File: src/rtl/pipe_hazard_ctrl.sv
// Pipeline sequencing controller: memory-handshake stalls, branch/jump redirect
// with bubble injection, memory-timeout trap, and saturating perf counters.
module pipe_hazard_ctrl #(
    parameter int unsigned FLUSH_DEPTH = 1,
    parameter int unsigned MEM_TIMEOUT = 255,
    parameter logic [31:0] NOP_INSTR   = 32'h00000013
) (
    input  logic        clk,
    input  logic        rst_n,
    input  logic [31:0] ir_ex,
    input  logic [31:0] ir_wb,
    input  logic        br_taken,
    input  logic        dmem_ack,
    input  logic        cnt_clr,
    output logic        dmem_req,
    output logic        stall,
    output logic        pc_sel,
    output logic        flush_ex,
    output logic        mem_err,
    output logic [15:0] stall_cnt,
    output logic [15:0] flush_cnt
);

    localparam int unsigned CNT_W  = 16;
    localparam int unsigned WAIT_W = 16;
    localparam int unsigned LEFT_W = 4;

    localparam logic [6:0] OP_LOAD   = 7'b0000011;
    localparam logic [6:0] OP_STORE  = 7'b0100011;
    localparam logic [6:0] OP_JAL    = 7'b1101111;
    localparam logic [6:0] OP_JALR   = 7'b1100111;
    localparam logic [6:0] OP_BRANCH = 7'b1100011;

    localparam logic [WAIT_W-1:0] WAIT_LAST  = WAIT_W'(MEM_TIMEOUT - 1);
    localparam logic [LEFT_W-1:0] LEFT_INIT  = LEFT_W'(FLUSH_DEPTH - 1);
    localparam logic [CNT_W-1:0]  CNT_MAX    = {CNT_W{1'b1}};

    typedef enum logic [1:0] {
        ST_RUN,
        ST_MEM_WAIT,
        ST_FLUSH,
        ST_ERROR
    } state_e;

    state_e              state_q, state_d;
    logic [WAIT_W-1:0]   wait_cnt_q, wait_cnt_d;
    logic [LEFT_W-1:0]   flush_left_q, flush_left_d;
    logic [CNT_W-1:0]    stall_cnt_q, stall_cnt_d;
    logic [CNT_W-1:0]    flush_cnt_q, flush_cnt_d;
    logic                mem_err_q, mem_err_d;

    logic wb_mem;
    logic ex_redirect;
    logic unused_ok;

    // Only the opcode fields matter here; the bubble word is owned by the buffer mux.
    assign unused_ok = ^{ir_wb[31:7], ir_ex[31:7], NOP_INSTR};

    always_comb begin
        wb_mem      = (ir_wb[6:0] == OP_LOAD) || (ir_wb[6:0] == OP_STORE);
        ex_redirect = (ir_ex[6:0] == OP_JAL) || (ir_ex[6:0] == OP_JALR) ||
                      ((ir_ex[6:0] == OP_BRANCH) && br_taken);
    end

    // Next-state and control outputs; stall always overrides redirect/flush.
    always_comb begin
        state_d      = state_q;
        wait_cnt_d   = wait_cnt_q;
        flush_left_d = flush_left_q;
        mem_err_d    = mem_err_q;
        pc_sel       = 1'b0;
        flush_ex     = 1'b0;

        dmem_req = wb_mem && ((state_q == ST_RUN) || (state_q == ST_MEM_WAIT));
        stall    = (dmem_req && !dmem_ack) || (state_q == ST_ERROR);

        unique case (state_q)
            ST_RUN: begin
                if (stall) begin
                    state_d    = ST_MEM_WAIT;
                    wait_cnt_d = WAIT_W'(1);
                end else if (ex_redirect) begin
                    pc_sel   = 1'b1;
                    flush_ex = 1'b1;
                    if (FLUSH_DEPTH > 1) begin
                        state_d      = ST_FLUSH;
                        flush_left_d = LEFT_INIT;
                    end
                end
            end
            ST_MEM_WAIT: begin
                if (!stall) begin
                    state_d    = ST_RUN;
                    wait_cnt_d = '0;
                end else if (wait_cnt_q == WAIT_LAST) begin
                    state_d   = ST_ERROR;
                    mem_err_d = 1'b1;
                end else begin
                    wait_cnt_d = wait_cnt_q + WAIT_W'(1);
                end
            end
            ST_FLUSH: begin
                if (!stall) begin
                    flush_ex     = 1'b1;
                    flush_left_d = flush_left_q - LEFT_W'(1);
                    if (flush_left_q == LEFT_W'(1)) begin
                        state_d = ST_RUN;
                    end
                end
            end
            ST_ERROR: begin
                mem_err_d = 1'b1;
            end
            default: begin
                state_d = ST_RUN;
            end
        endcase
    end

    // Saturating counters; clear beats increment.
    always_comb begin
        stall_cnt_d = stall_cnt_q;
        flush_cnt_d = flush_cnt_q;
        if (cnt_clr) begin
            stall_cnt_d = '0;
            flush_cnt_d = '0;
        end else begin
            if (stall && (stall_cnt_q != CNT_MAX)) begin
                stall_cnt_d = stall_cnt_q + CNT_W'(1);
            end
            if (pc_sel && (flush_cnt_q != CNT_MAX)) begin
                flush_cnt_d = flush_cnt_q + CNT_W'(1);
            end
        end
    end

    always_ff @(posedge clk or negedge rst_n) begin
        if (!rst_n) begin
            state_q      <= ST_RUN;
            wait_cnt_q   <= '0;
            flush_left_q <= '0;
            stall_cnt_q  <= '0;
            flush_cnt_q  <= '0;
            mem_err_q    <= 1'b0;
        end else begin
            state_q      <= state_d;
            wait_cnt_q   <= wait_cnt_d;
            flush_left_q <= flush_left_d;
            stall_cnt_q  <= stall_cnt_d;
            flush_cnt_q  <= flush_cnt_d;
            mem_err_q    <= mem_err_d;
        end
    end

    assign mem_err   = mem_err_q;
    assign stall_cnt = stall_cnt_q;
    assign flush_cnt = flush_cnt_q;

endmodule

File: config.mk
export PLATFORM = sky130hd
export DESIGN_NAME = pipe_hazard_ctrl
export DESIGN_NICKNAME = d
export VERILOG_FILES = /design/src/rtl/pipe_hazard_ctrl.sv
export SDC_FILE = /design/constraint.sdc
export NUM_CORES = 1
export LEC_CHECK = 0
export BUFFER_PORTS_ARGS = -buffer_cell sky130_fd_sc_hd__buf_2
export CAP_MARGIN = 20
export CELL_PAD_IN_SITES_DETAIL_PLACEMENT = 1
export CELL_PAD_IN_SITES_GLOBAL_PLACEMENT = 2
export CORE_MARGIN = 1.5
export CORE_UTILIZATION = 31
export CTS_BUF_LIST = sky130_fd_sc_hd__clkbuf_8
export CTS_CLUSTER_DIAMETER = 100
export DETAILED_ROUTE_END_ITERATION = 10
export HOLD_SLACK_MARGIN = 0.05
export PLACE_DENSITY = 0.86
export SYNTH_ARGS = -nofsm -noshare
export SYNTH_HDL_FRONTEND = slang
export SYNTH_SLANG_ARGS = --single-unit
File: constraint.sdc
create_clock -name clk -period 2.1 [get_ports clk]
set_input_delay 0.42 -clock clk [delete_from_list [all_inputs] [get_ports clk]]
set_output_delay 0.42 -clock clk [all_outputs]
set_load 0.05 [all_outputs]
; Word level (Yosys, flattened, before mapping)
; Index checks and enable logic that the tools add are counted.
[word_totals]
register_bits = 55
word_cells = 73
[op_classes]
addsub = 4
eq_ne = 19
n_mux = 22
n_bitwise = 1
n_reduce_logical = 21
[ops]
columns = operator, count
row1 = 16-bit 2-to-1 mux, 7
row2 = "16-bit by 1-bit adder with 16-bit output, second input constant", 3
row3 = "16-bit != test, second input constant", 2
row4 = 16-bit one-hot mux with 2 select lines, 1
row5 = "7-bit == test, second input constant", 3
row6 = "16-bit by 8-bit == test with 1-bit output, second input constant", 1
row7 = 2-bit 2-to-1 mux, 5
row8 = "2-bit != test, second input constant", 4
row9 = 2-bit nonzero test, 4
row10 = "7-bit by 2-bit == test with 1-bit output, second input constant", 1
row11 = "7-bit by 6-bit == test with 1-bit output, second input constant", 1
row12 = 1-bit 2-to-1 mux, 6
row13 = 2-bit one-hot mux with 3 select lines, 1
row14 = 3-bit AND reduction, 2
row15 = 1-bit logical AND, 5
row16 = 1-bit logical OR, 5
row17 = 5-bit AND reduction, 1
row18 = "2-bit == test, second input constant", 2
row19 = "4-bit by 1-bit == test with 1-bit output, second input constant", 1
row20 = 1-bit one-hot mux with 2 select lines, 2
row21 = "4-bit by 1-bit subtractor with 4-bit output, second input constant", 1
row22 = "3-bit by 2-bit != test with 1-bit output, second input constant", 1
row23 = "3-bit != test, second input constant", 1
row24 = 3-bit nonzero test, 1
row25 = other kinds (6), 6

; Depth between registers and ports, before layout
; Gate-level depths: netlist of the first run.
[logic_depth]
depth_word = 10
ltp_mapped = 8
mapped_depth_nobuf = 7

; Worst setup path after synthesis of the first run
; Ideal clock, no wire load.
[synth_timing]
path_kind = input to output
start = input ir_wb[4]
end = output flush_ex
t_arrival_ps = 2570
required_ps = 1680
slack_ps = -890
stages = 7
n_path_buf = 2
cell_sequence = and4bb_1 -> and2_1 -> buf_4 -> buf_2 -> nor2_1 -> nor2_1 -> nor2_1
[synth_via]
elab_chain_cells = 7
elab_cells_between_ends = 9
[synth_lines]
columns = item, line
row1 = "start, declared", 11  ; input logic [31:0] ir_wb,
row2 = 7-bit by 2-bit == test with 1-bit output / 7-bit by 6-bit == test with 1-bit output (equally long branches), 60  ; wb_mem = (ir_wb[6:0] == OP_LOAD) || (ir_wb[6:0] == OP_STORE);
row3 = 1-bit logical OR (*), 60
row4 = 1-bit logical AND (*), 74  ; dmem_req = wb_mem && ((state_q == ST_RUN) || (state_q == ST_MEM_WAIT));
row5 = 1-bit logical AND (*), 75  ; stall = (dmem_req && !dmem_ack) || (state_q == ST_ERROR);
row6 = 1-bit logical OR (*), 75
row7 = 1-bit 2-to-1 mux (on tied branches), "103, 79"
row8 = 1-bit one-hot mux with 2 select lines (*), 77  ; unique case (state_q)
row9 = "end, declared", 18  ; output logic flush_ex,
; Mark *: on every way between the ends. The rest lies on a longest branch, timed or not.

; Worst setup path in the final report of the first run
[layout_timing]
start = register state_q[1]
end = output flush_ex
[layout_via]
elab_chain_cells = 7
elab_cells_between_ends = 11
[layout_lines]
columns = item, line
row1 = "start, declared", 45  ; state_e state_q, state_d;
row2 = "start signal, assigned", 146  ; state_q <= state_d;
row3 = 2-bit by 1-bit == test with 1-bit output / 2-bit logical NOT (equally long branches), "74, 77"
row4 = 1-bit logical OR, 74
row5 = 1-bit logical AND, 74
row6 = 1-bit logical AND, 75
row7 = 1-bit logical OR, 75
row8 = 1-bit 2-to-1 mux (on tied branches), "103, 79"
row9 = 1-bit one-hot mux with 2 select lines (*), 77
; Marks and branches as above.

==> impl_metrics.json, run 1 <==
{
  "setup_viol": 0,
  "stdcell_count": 560,
  "slew_violations": 0,
  "start_util": 0.319,
  "row_count": 37,
  "rsz0062_at_grt": "true",
  "grt_pass1_vias": 3041,
  "synth_seq_area_share": 0.418,
  "vias": 2943,
  "p_leak_nw": 1.81,
  "worst_pin_slew_ps": 734,
  "cts.clk_slew.worst_paths_ps": 100,
  "synth_area_um2": 3290,
  "setup_slack_ps": 19.5,
  "critPathLaunchType": "flop",
  "wl_met1_um": 4140,
  "dr.pass1.iters": 4,
  "io_pins": 106,
  "coreArea_um2": 10300,
  "cts.sinks": 55,
  "drt_iter0_drc": 129,
  "highest_layer": "met4",
  "grt_start_max_net_pins": 31,
  "final_cell_mix": "53 x buf_2, 48 x nor2_1, 38 x dfrtp_1, 30 x buf_4, 25 x nand2_1",
  "dieArea_um2": 11200,
  "power_density_nw_per_um2": 562,
  "met2_wirelength_um": 4390,
  "insertion_delay_ps": 310,
  "fin_util": 0.390,
  "ys_warn_count": 0,
  "required_ps": 1680,
  "htree_levels": 2,
  "ys_ff_latch": 55,
  "grt_first_pass_wirelength_um": 15100,
  "nNetsFinal": 498,
  "die_h_um": 106,
  "yosys.area.top_type": "dfrtp_1",
  "worstSetupPathType": "reg2out",
  "io_buffers": 54,
  "outcome": "finished clean",
  "avgRoutedWirePerCell_um": 15.8,
  "hold_viol": 0,
  "synth_top_area_frac": 0.418,
  "slew_headroom": 0.509,
  "ys_top_cells_by_area": "dfrtp_1 42%, xnor2_1 6.4%, nor2_1 5.6%",
  "synth_ff_type": "dfrtp_1",
  "place_inst": 548,
  "synth_cells": 348,
  "worst-path-max-fanout": 4,
  "wl_um": 8860,
  "wl_met3_um": 247,
  "syn_avg_cell_area_um2": 9.45,
  "post-place-ws_ps": -24.9,
  "irDropWorstVdd_uv": 247,
  "antenna_found_initial": 0,
  "gp_congestion": 0.821,
  "synth_cell_type_count": 54,
  "fin_crit_sh": 0.991,
  "cts_buffers": 5,
  "cts_tree": "done",
  "cts_max_path_buffers": 2,
  "cp-end-kind": "output port",
  "drtAntennaViolNets": 0,
  "remaining_drc_errors": 0,
  "vias_per_cell": 5.26,
  "grt_overflow_total": 0,
  "async_reset_ff_frac": 1.00,
  "skew_ps": 9.43,
  "synth_edf_count": 0,
  "grtUsageTotal": 0.166,
  "dp_hpwl_um": 6450,
  "cts_root_buffer": "clkbuf_8",
  "area_growth_syn_to_layout_pct": 22.4,
  "drive_gt1_frac": 0.307,
  "worstPathArrival_ps": 1660,
  "maxCapViolCount": 0,
  "antenna_cells": 0,
  "synthesis.nets": 423,
  "max_freq_ghz": 0.481,
  "die_w_um": 106,
  "fin_crit_ps": 2080,
  "min_path_type": "in2async",
  "layout_commonest_cell": "buf_2"
}
worst max-delay path, cell delays in order (launching register included):
cell,delay (ps)
dfrtp_2,480
nor4b_4,290
o211ai_4,120
nor2_2,120
nor2_1,50
nor2_1,120
buf_6,170
cell usage after synthesis, drive strengths merged (10+ instances only):
cell   instances
nor2          49
dfrtp         55
and3          10
nand3         21
nor3          11
nand4         15
nand2         25
xnor2         24
nor4          18
o21ai         21
report_power, final:
part | leakage (nW) | total [mW] | internal [mW] | switching (mW)
clock network | 0.0556 | 0.716 | 0.352 | 0.364
registers | 0.730 | 1.20 | 1.12 | 0.0733
logic | 1.02 | 0.351 | 0.139 | 0.212
total | 1.81 | 2.26 | 1.61 | 0.649
flip-flops by register name, summed over array words and instances, names as in the netlist:
signal and cells:
wait_cnt_q 16, stall_cnt 16, flush_left_q 4, state_q 2, flush_cnt 16, mem_err 1
cell type report:
| type | instances | area (um^2) |
|---|---|---|
| Clock buffer | 5 | 68.8 |
| Clock inverter | 3 | 41.3 |
| Fill cell | 1218 | 6300 |
| Inverter | 7 | 26.3 |
| Multi-Input combinational cell | 270 | 1820 |
| Sequential cell | 55 | 1400 |
| Tap cell | 136 | 170 |
| Timing Repair Buffer | 84 | 502 |
final timing paths:
check                      cells after the start             from  slack (ps)              end
max in group asynchronous                      2            rst_n        1380       state_q[1]
setup / recovery                               6       state_q[1]          20         flush_ex
hold reg to reg                                1  flush_left_q[3]         480  flush_left_q[3]
min in group clk                               1  flush_left_q[3]         480  flush_left_q[3]
hold / removal                                 1            rst_n         100    stall_cnt[14]
setup reg to reg                               7       state_q[1]         120    stall_cnt[15]
routing by layer:
layer,GRT usage,vias to the layer above
met1,0.221,1479
met2,0.282,50
met4,0.0376,0
met5,0,-
li1,-,1408
met3,0.0288,6
logic make-up after synthesis:
logic type / synth area share
AOI/OAI and AO/OA: 0.0768
adders and majority gates: 0.0228
buffers and inverters: 0.0403
muxes: 0.0167
DFF: 0.418
and+or+nand+nor: 0.348
xor gates and xnor gates: 0.0772
what timing repair did:
action                                  CTS  global route
gates resized for setup                   6             2
setup buffers                             3             1
endpoints found under the setup margin    3             6
pin swaps                                 3             1
hold buffers                              0             0
cloned                                    0             0
per-stage QoR:
step	hold WS (ps)	TNS (ps)	cell area [um^2]	power (mW)
finish	96.1	0	4030	2.26
floorplan	124	-665	3320	1.44
detailed placement	466	-27.8	3850	1.56
global placement	462	0	3850	1.54
global route	108	-116	4030	2.39
CTS	112	0	4010	2.30
(Power assumes the default switching activity.)
==> run 2, diff against run 1 <==
- CORE_UTILIZATION: 31 -> 30
- CTS_BUF_LIST: sky130_fd_sc_hd__clkbuf_8 -> sky130_fd_sc_hd__clkbuf_16
- PLACE_DENSITY: 0.86 -> 0.84
==> run 2 against run 1 <==
Sequential power hardly changed. Critical path type unchanged. Highest routed layer unchanged. Routed wire length is 0.20% lower. Non-clock buffer count is 2 higher. Critical endpoint unchanged. Die area is 3.2% higher. Register-to-register slack better by 20 ps.
==> impl_metrics.json, run 2 (synthesis gave the netlist of run 1 again) <==
{
  "row_count": 38,
  "cp-end-kind": "output port",
  "nNetsFinal": 500,
  "layout_commonest_cell": "buf_2",
  "whs_ps": 143,
  "slew_violations": 0,
  "grt_start_max_net_pins": 31,
  "htree_levels": 2,
  "crit_path_max_incr_delay_ps": 480,
  "n_fill_cell": 1277,
  "highest_layer": "met4",
  "io_pins": 106,
  "io_buffers": 54,
  "area_growth_syn_to_layout_pct": 25.2,
  "stdcell_count": 566,
  "outcome": "finished clean",
  "wl_um": 8840,
  "cts.clk_slew.worst_paths_ps": 70,
  "switching_share": 0.282,
  "place_inst": 551,
  "hold_viol": 0,
  "avgRoutedWirePerCell_um": 15.6,
  "total_power_mw": 2.40,
  "internal_power_mw": 1.72,
  "die_h_um": 108,
  "critPathLaunchType": "flop",
  "gp_congestion": 0.764,
  "cts_buffers": 5,
  "max_freq_ghz": 0.492,
  "p_sw_mw": 0.676,
  "wl_met1_um": 4030,
  "grt_overflow_total": 0,
  "start_util": 0.306,
  "vias": 2951,
  "rsz0062_at_grt": "true",
  "maxCapViolCount": 0,
  "comb_power_share": 0.156,
  "final_cell_mix": "53 x buf_2, 48 x nor2_1, 39 x dfrtp_1, 30 x buf_4, 25 x nand2_1",
  "critPathMostFrequentCell": "nor2_1",
  "p_leak_nw": 1.84,
  "antenna_found_initial": 0,
  "min_path_type": "in2async",
  "crit_chain": "nor4b_4 -> o211ai_4 -> nor2_2 -> nor2_1 -> nor2_1 -> buf_6",
  "drt_iter0_drc": 160,
  "required_ps": 1680,
  "insertion_delay_ps": 290,
  "skew_ps": 5.72,
  "pwr-share-clk": 0.344,
  "dieArea_um2": 11600,
  "cp_slowest_cell": "dfrtp_2",
  "remaining_drc_errors": 0,
  "worst_pin_slew_ps": 705,
  "worstPathArrival_ps": 1610,
  "cts.sinks": 55,
  "power_density_nw_per_um2": 582,
  "grt_first_pass_wirelength_um": 15100,
  "cts_hold_buffers": 0,
  "setup_viol": 0,
  "die_w_um": 108,
  "grtUsageTotal": 0.161,
  "setup_slack_ps": 66.0,
  "met2_wirelength_um": 4470,
  "worstSetupPathType": "reg2out",
  "power_frac_seq": 0.500,
  "worst-path-max-fanout": 6,
  "antenna_cells": 0,
  "dr.pass1.iters": 4,
  "slew_headroom": 0.528,
  "vias_per_cell": 5.21,
  "grt_pass1_vias": 3042,
  "cts_root_buffer": "clkbuf_16",
  "dp_hpwl_um": 6520,
  "cts_tree": "done",
  "drtAntennaViolNets": 0,
  "post-place-ws_ps": -13.3,
  "drive_gt1_frac": 0.315,
  "wl_met3_um": 229,
  "fin_crit_sh": 0.969,
  "irDropWorstVdd_uv": 311,
  "cts_max_path_buffers": 2,
  "fin_crit_ps": 2030,
  "coreArea_um2": 10700
}
-- run 2: cell count changes in the layout (fill, tap and decap cells not counted) --
cell       change
buf_12         +2
clkbuf_16      +5
nor4_2         +3
clkinv_2       +1
and2_4         -1
dfrtp_1        +1
bufinv_16      -1
dfrtp_2        -1
nor4_1         -3
and2_2         +1
clkbuf_8       -5
-- run 2: power groups by stage --
| stage | registers, mW | clock network (mW) | logic (mW) |
|---|---|---|---|
| 3_5_place_dp | 1.22 | 0 | 0.340 |
| 3_3_place_gp | 1.22 | 0 | 0.321 |
| 2_1_floorplan | 1.21 | 0 | 0.231 |
| 5_1_grt | 1.21 | 0.891 | 0.422 |
| 6_report | 1.20 | 0.824 | 0.375 |
| 4_1_cts | 1.20 | 0.854 | 0.371 |
-- run 2: layer usage --
metal / vias to the layer above / GRT usage
met4: 0 / 0.0348
met1: 1486 / 0.212
li1: 1417 / -
met2: 39 / 0.281
met5: - / 0
met3: 9 / 0.0224
-- run 2: final timing paths --
kind	start	end	slack (ps)	depth (start not counted)
worst min register to register	flush_left_q[3]	flush_left_q[3]	490	1
worst max-delay path	state_q[1]	flush_ex	70	6
worst min-delay path	rst_n	stall_cnt[6]	140	1
worst max register to register	state_q[1]	stall_cnt[7]	140	8
min in group clk	flush_left_q[3]	flush_left_q[3]	490	1
max in group asynchronous	rst_n	flush_cnt[5]	1340	2
-- run 2: critical path, delay by kind of cell (launching register included) --
| kind | cells | cell delay [ps] |
|---|---|---|
| AO/OA/AOI/OAI | 1 | 110 |
| buffers and inverters | 1 | 180 |
| flip-flops | 1 | 480 |
| AND/OR/NAND/NOR | 4 | 550 |
-- run 2: metrics by stage --
| step | cell area, um^2 | utilization | setup TNS (ps) |
|---|---|---|---|
| after global placement | 3880 | 0.361 | -12.3 |
| after floorplan | 3320 | - | -665 |
| final | 4120 | 0.383 | 0 |
| after detailed placement | 3880 | 0.361 | -24.9 |
| after CTS | 4060 | 0.378 | 0 |
| after global routing | 4120 | 0.383 | -37.3 |
-- run 2: final cells by class --
class / count / area [um^2] / share of cell area
clock buffer: 5 / 125 / 0.0304
clock inverter: 3 / 16.3 / 0.00395
inverter: 7 / 26.3 / 0.00638
multi-input combinational: 270 / 1840 / 0.446
sequential: 55 / 1400 / 0.339
tap: 140 / 175 / 0.0425
timing repair buffer: 86 / 542 / 0.132
-- run 2: repair_timing --
action,4_1_cts,5_1_grt
buffers inserted,4,3
setup endpoints to repair,12,11
gates resized for setup,5,5
cloned,0,0
pin swaps,3,2
==> run 3, diff against run 2 <==
--- a/config.mk
+++ b/config.mk
@@ -6,5 +6,5 @@
 export NUM_CORES = 1
 export LEC_CHECK = 0
-export BUFFER_PORTS_ARGS = -buffer_cell sky130_fd_sc_hd__buf_2
+export BUFFER_PORTS_ARGS = -buffer_cell sky130_fd_sc_hd__clkbuf_2
 export CAP_MARGIN = 20
 export CELL_PAD_IN_SITES_DETAIL_PLACEMENT = 1
==> constraint.sdc (replaced) <==
create_clock -name clk -period 2.1 [get_ports clk]
set_input_delay 0.21 -clock clk [delete_from_list [all_inputs] [get_ports clk]]
set_output_delay 0.21 -clock clk [all_outputs]
set_load 0.05 [all_outputs]
==> run 3 against run 2 <==
Final area decreased by 1.4%. Register-to-register slack got worse by 20 ps. Utilization decreased by 0.52 points. Non-clock buffer count decreased by 10. Flip-flop and latch count unchanged. Routed wire length decreased by 0.96%. Total power increased by 4.4%. Final cell count decreased by 1.8%. Via count decreased by 0.17%. Global-route usage decreased by 0.34 points. Clock power increased by 14%. Sequential share of layout area increased by 0.47 points. Largest power group unchanged. Highest routed layer unchanged.
==> impl_metrics.json, run 3 (synthesis gave the netlist of run 1 again) <==
{
  "dieArea_um2": 11600,
  "maxCapViolCount": 0,
  "fin_crit_sh": 0.954,
  "drt_iter0_drc": 113,
  "place_area_um2": 3830,
  "highest_layer": "met4",
  "cp-end-kind": "output port",
  "required_ps": 1890,
  "cts.sinks": 55,
  "critPathTopFamily": "buffers and inverters",
  "area_growth_syn_to_layout_pct": 23.5,
  "slew_headroom": 0.500,
  "critPathLaunchType": "flop",
  "row_count": 38,
  "post-place-ws_ps": -7.31,
  "hold_viol": 0,
  "fin_crit_ps": 2000,
  "critPathBufInv": 4,
  "dr.pass1.iters": 4,
  "place_inst": 545,
  "antenna_cells": 0,
  "io_buffers": 54,
  "insertion_delay_ps": 290,
  "worst_pin_slew_ps": 750,
  "seq_area_um2": 1400,
  "worstPathArrival_ps": 1790,
  "fin_util": 0.378,
  "setup_slack_ps": 97.3,
  "io_pins": 106,
  "grt_overflow_total": 0,
  "irDropWorstVdd_uv": 353,
  "wl_met1_um": 3940,
  "min_path_type": "reg2reg",
  "avgRoutedWirePerCell_um": 15.7,
  "crit_chain": "nor4_4 -> buf_4 -> a21oi_4 -> buf_4 -> inv_1 -> buf_4",
  "worst-path-max-fanout": 9,
  "drtAntennaViolNets": 0,
  "critPathMostFrequentCell": "buf_4",
  "die_w_um": 108,
  "p_leak_nw": 1.78,
  "nNetsFinal": 490,
  "setup_viol": 0,
  "power_density_nw_per_um2": 616,
  "cts_root_buffer": "clkbuf_16",
  "gp_congestion": 0.784,
  "antenna_found_initial": 0,
  "grt_start_max_net_pins": 38,
  "final_cell_mix": "52 x clkbuf_2, 46 x nor2_1, 39 x dfrtp_1, 25 x nand2_1, 23 x xnor2_1",
  "skew_ps": 10.4,
  "whs_ps": 470,
  "outcome": "finished clean",
  "worstSetupPathType": "reg2out",
  "cts_buffers": 5,
  "wl_met3_um": 230,
  "vias_per_cell": 5.30,
  "cts_tree": "done",
  "cts.clk_slew.worst_paths_ps": 70,
  "stdcell_count": 556,
  "grt_pass1_vias": 2964,
  "n_fill_cell": 1281,
  "fin_tns_setup_ps": 0,
  "slew_violations": 0,
  "remaining_drc_errors": 0,
  "drive_gt1_frac": 0.293,
  "start_util": 0.306,
  "multi_input_area_um2": 1830,
  "rsz0062_at_grt": "true",
  "htree_levels": 2,
  "coreArea_um2": 10700,
  "crit_path_max_incr_delay_ps": 500,
  "grtUsageTotal": 0.158,
  "max_freq_ghz": 0.499,
  "grt_first_pass_wirelength_um": 14700,
  "wl_um": 8750,
  "final_area_um2": 4060,
  "dp_hpwl_um": 6480,
  "met2_wirelength_um": 4520,
  "cts_max_path_buffers": 2,
  "die_h_um": 108,
  "total_power_mw": 2.50,
  "layout_commonest_cell": "clkbuf_2",
  "vias": 2946,
  "cp_slowest_cell": "dfrtp_2"
}
==> run 3: changes by cell type in the layout (fill, tap and decap cells not counted), sizes merged <==
cell / delta
buf: -63
clkinv: -1
dlygate4sd3: +1
clkbuf: +52
bufinv: +1
==> run 3: final timing paths <==
path	start	end	slack (ps)	depth (start not counted)
worst max-delay path	state_q[1]	stall	100	6
worst min-delay path	mem_err	mem_err	470	1
worst max register to register	state_q[1]	flush_cnt[12]	120	6
worst min register to register	mem_err	mem_err	470	1
max in group asynchronous	rst_n	state_q[1]	990	3
min in group asynchronous	rst_n	stall_cnt[0]	480	2
==> run 3: repair_timing <==
item / in CTS / in global routing
hold buffers: 1 / 0
buffers inserted: 0 / 2
pin swaps: 2 / 3
endpoints found under the setup margin: 6 / 5
endpoints found under the hold margin: 21 / 0
resized for setup: 3 / 9
==> run 3: where the power goes <==
part           internal, mW  switching [mW]  total, mW
Sequential             1.12          0.0829       1.21
Clock                 0.559           0.383      0.943
Combinational         0.145           0.211      0.356
Total                  1.83           0.677       2.50
==> run 3: final cells by class <==
| class | count | share of cell area |
|---|---|---|
| multi-input cells | 270 | 0.449 |
| flip-flops and latches | 55 | 0.344 |
| repair buffers | 76 | 0.116 |
| well taps | 140 | 0.0431 |
| clock buffers | 5 | 0.0308 |
| clock inverters | 3 | 0.0102 |
| inverters | 7 | 0.00647 |
==> run 3: metal layers <==
metal | vias up | track usage
met3 | 6 | 0.0218
met4 | 0 | 0.0310
li1 | 1385 | -
met5 | - | 0
met1 | 1509 | 0.201
met2 | 46 | 0.285
